`config.mk`:
```
export PLATFORM = sky130hd
export DESIGN_NAME = mux_2x1
export DESIGN_NICKNAME = d
export VERILOG_FILES = /design/src/rtl/mux_2x1.sv
export SDC_FILE = /design/constraint.sdc
export NUM_CORES = 1
export LEC_CHECK = 0
export CAP_MARGIN = 20
export CORE_AREA = 2 2 39 41
export CTS_CLUSTER_DIAMETER = 50
export DETAILED_ROUTE_END_ITERATION = 6
export DIE_AREA = 0 0 41 43
export HOLD_SLACK_MARGIN = 0.02
export PLACE_DENSITY = 0.68
export REMOVE_ABC_BUFFERS = 1
export SLEW_MARGIN = 20
export SYNTH_ARGS = -nofsm -noshare
export SYNTH_HDL_FRONTEND = slang
export SYNTH_SLANG_ARGS = --single-unit
```
`constraint.sdc`:
```
create_clock -name clk_in -period 2.3 [get_ports clk_in]
set_input_delay 0.46 -clock clk_in [delete_from_list [all_inputs] [get_ports clk_in]]
set_output_delay 0.46 -clock clk_in [all_outputs]
set_load 0.01 [all_outputs]
```
`src/rtl/mux_2x1.sv`:
```
// 2:1 multiplexer with a registered copy of its result, a registered copy of
// the select, and a saturating counter of select transitions seen at clock
// edges. The combinational output is independent of clock and reset.
module mux_2x1 #(
  parameter int CNT_W = 8
) (
  input  logic             clk_in,
  input  logic             rst_in,
  input  logic [1:0]       d_in,
  input  logic             sel_in,
  output logic             d_out,
  output logic             d_out_q,
  output logic             sel_q,
  output logic [CNT_W-1:0] toggle_cnt,
  output logic             toggle_sat
);

  localparam logic [CNT_W-1:0] CNT_MAX = '1;

  logic mux_val;
  logic toggle_evt;
  logic cnt_full;

  // Pure mux: no storage element anywhere between d_in/sel_in and d_out.
  assign mux_val = d_in[sel_in];
  assign d_out   = mux_val;

  // A toggle is a select that differs from the value captured at the previous
  // edge, so glitches between edges are invisible and an even number of
  // intra-cycle changes cancels out.
  assign toggle_evt = sel_in ^ sel_q;

  // Saturation flag decoded straight from the counter register.
  assign cnt_full   = (toggle_cnt == CNT_MAX);
  assign toggle_sat = cnt_full;

  // Registered mux result and select copy; forced low immediately on reset.
  always_ff @(posedge clk_in or posedge rst_in) begin
    if (rst_in) begin
      d_out_q <= 1'b0;
      sel_q   <= 1'b0;
    end else begin
      d_out_q <= mux_val;
      sel_q   <= sel_in;
    end
  end

  // Toggle counter: climbs by one per toggle and parks at all-ones.
  always_ff @(posedge clk_in or posedge rst_in) begin
    if (rst_in) begin
      toggle_cnt <= '0;
    end else if (toggle_evt && !cnt_full) begin
      toggle_cnt <= toggle_cnt + CNT_W'(1);
    end
  end

endmodule

```
==> metrics.md <==
| Metric | Value |
|---|---|
| RSZ-0062 raised after global routing | false |
| Post-synth cell types | 25 |
| Prevailing post-synth register cell | dfrtp_1 |
| Initial cell density of the core | 36.5% |
| Min cycle time layout | 2230 ps |
| Worst min path class | in -> async |
| Crit start category | primary input |
| Final core utilization | 52.8% |
| Vias | 403 |
| Switching pwr | 276 uW |
| First-pass GRT wire length | 1.85 mm |
| Average routed wire per standard cell | 12.8 um |
| Root buffer cell | clkbuf_4 |
| Compound-Gate Fraction of Synth Area | 11.9% |
| Gr ovfl total | 0 |
| Detailed-route wire length | 1.03 mm |
| Power Total | 789 uW |
| Max_cap viols | 0 |
| Mapped Avg Cell Area | 11.8 um2 |
| Largest net degree at the start of global routing | 11 |
| YS warnings | 0 |
| Dpl hpwl | 784 um |
| Area leader, netlist | dfrtp_1 |
| Int Power | 513 uW |
| Fillcell total | 136 |
| Ys async rst share | 100% |
| H-tree depth | 1 |
| Syn-to-layout area delta | 44.6% |
| CTS max path bufs | 2 |
| Power density over the cells | 1080 nW/um2 |
| Worst vdd ir | 0.588 mV |
| Seq/Total Area, Yosys | 49.5% |
| Mapped Area | 505 um2 |
| CP Class | in -> out |
| Critical path data arrival time | 1770 ps |
| Crit-path max FO | 2 |
| Fmax achieved | 449 MHz |
| Die extent in y | 43 um |
| Post-route setup TNS | 0 ps |
| Slew Limit Fails | 0 |
| Hold_buf cts | 0 |
| Final hold slack | 483 ps |
| Number of cells produced by synthesis | 43 |
| Cts bufs inserted | 3 |
| Via density | 4.98 |
| # IOs | 17 |
| First-pass DRT Iterations | 1 |
| Area contributors post-synth | dfrtp_1 (50%), mux2_2 (6.7%), xnor2_1 (5.2%) |
| Layout Skew | 1.46 ps |
| Routability Congestion | 0.649 |
| Nets | 73 |
| Site Rows | 14 |
| Clock transition at path regs | 60 ps |
| Multi-input logic area | 248 um2 |
| Net Sw Frac | 35.0% |
| Mux cell area share after synthesis | 11.9% |
| Top post-synthesis cells by count | dfrtp_1 (10), mux2_2 (3), nor2_1 (3), xnor2_1 (3) |
| # diodes | 0 |
| Status | finished clean |
| Gr usage total | 15.8% |
| Initial antenna violation count | 0 |
| Most frequent cell after synthesis | dfrtp_1 |
| Simple-gate area share of the yosys netlist | 14.4% |
| Slew Limit Headroom | 73.1% |
| CP endpoint kind | primary output |
| Die Wd | 41 um |
| Fin worst setup slack | 73.3 ps |
| Residual DRC count | 0 |
| Placed cells | 78 |
| P_leak | 0.305 nW |
| Drt first-iter violations | 0 |
| Main combinational cell family by area after synthesis | simple AND/OR/NAND/NOR gates |
| Register Area | 250 um2 |
| Worst-Margin Slew | 403 ps |
| Fraction of layout cells with a size suffix above 1 | 20.0% |
| Post-CTS Setup Bufs | 0 |
| Tcrit/Tclk final | 96.8% |
| Final hold vios | 0 |
| FF+latch count, synth | 10 |
| Die area | 1760 um2 |
| Clk pwr share | 14.8% |
| Pre-CTS WS | 72.4 ps |
| Area share of the largest cell type after synthesis | 49.5% |
| Post-synth EDFFs | 0 |
| Final setup viols | 0 |
| Final Cell Area | 731 um2 |
| IO buf count | 16 |
| Final non-filler cell total | 81 |
| Core ar. | 1380 um2 |
| Area post-placement | 708 um2 |
| Share of total power in combinational logic | 43.3% |
| Xor-xnor portion of the synthesized cell area | 8.42% |
| Flop pwr share | 41.9% |
| Adder-Cell Fraction of Synth Area | 2.48% |
| TritonCTS Sinks | 10 |
| Vias in the first global route | 423 |
| Worst endpoint required time | 1840 ps |
| Cts repair resizes | 0 |
| TritonCTS clock tree | done |
| Final ANT Viol Nets | 0 |
| Clock Latency Late Sink | 260 ps |
-- worst max-delay path, cell delays in order --
cell,delay [ps]
clkdlybuf4s50_1,480
mux2_2,340
clkdlybuf4s50_1,480
-- state kept, by name (all words and copies together) (netlist names) --
name and cells:
toggle_cnt 8, d_out_q 1, sel_q 1
-- cell families (layout without fill, tap and decap cells) --
logic type	count (synthesis)	count (layout)
simple gates	13	13
fa+ha+maj	1	1
compound gates	8	8
flops	10	10
buf+inv	2	24
mux	5	5
xor+xnor	4	4
-- per-layer routing --
metal	wire [um]	share of wire (%)	up-vias	track usage [%]
met4	14	1.4	0	10.0
met5	0	0	-	0
met3	70	6.8	2	5.24
met1	474	46	187	22.0
met2	472	46	14	20.3
li1	-	-	200	-
-- cell type report --
class	instances	area share, %
clock buffer	3	3.08
sequential	10	34.2
timing repair buffer	19	25.0
tap	16	2.74
multi-input combinational	31	33.9
inverter	2	1.03
-- cell usage in the layout, fill, tap and decap left out, drive strengths merged, types with 2 or more instances in the layout --
cell and count:
xnor2 3, o21ai 2, mux2 5, nand2 2, clkbuf 3, dfrtp 10
nor2 3, nand3 2, clkdlybuf4s50 16, buf 3, and3 2, inv 2
-- worst paths after layout --
| path | from | end | slack [ps] | cells after the start |
|---|---|---|---|---|
| worst max-delay path | sel_in | d_out | 70 | 3 |
| worst min-delay path | rst_in | toggle_cnt[1] | 480 | 2 |
| worst max register to register | toggle_cnt[0] | toggle_cnt[6] | 680 | 5 |
| worst min register to register | toggle_cnt[0] | toggle_cnt[0] | 550 | 1 |
| max in group asynchronous | rst_in | toggle_cnt[6] | 1530 | 2 |
| min in group clk_in | toggle_cnt[0] | toggle_cnt[0] | 550 | 1 |
-- power groups by stage --
stage               Combinational (mW)  Clock, mW  Sequential, mW
floorplan                        0.147          0           0.347
global placement                 0.341          0           0.329
detailed placement               0.346          0           0.333
CTS                              0.347      0.123           0.330
global route                     0.382      0.130           0.345
finish                           0.342      0.117           0.330
Note: power is estimated with default switching activity, not from simulation.
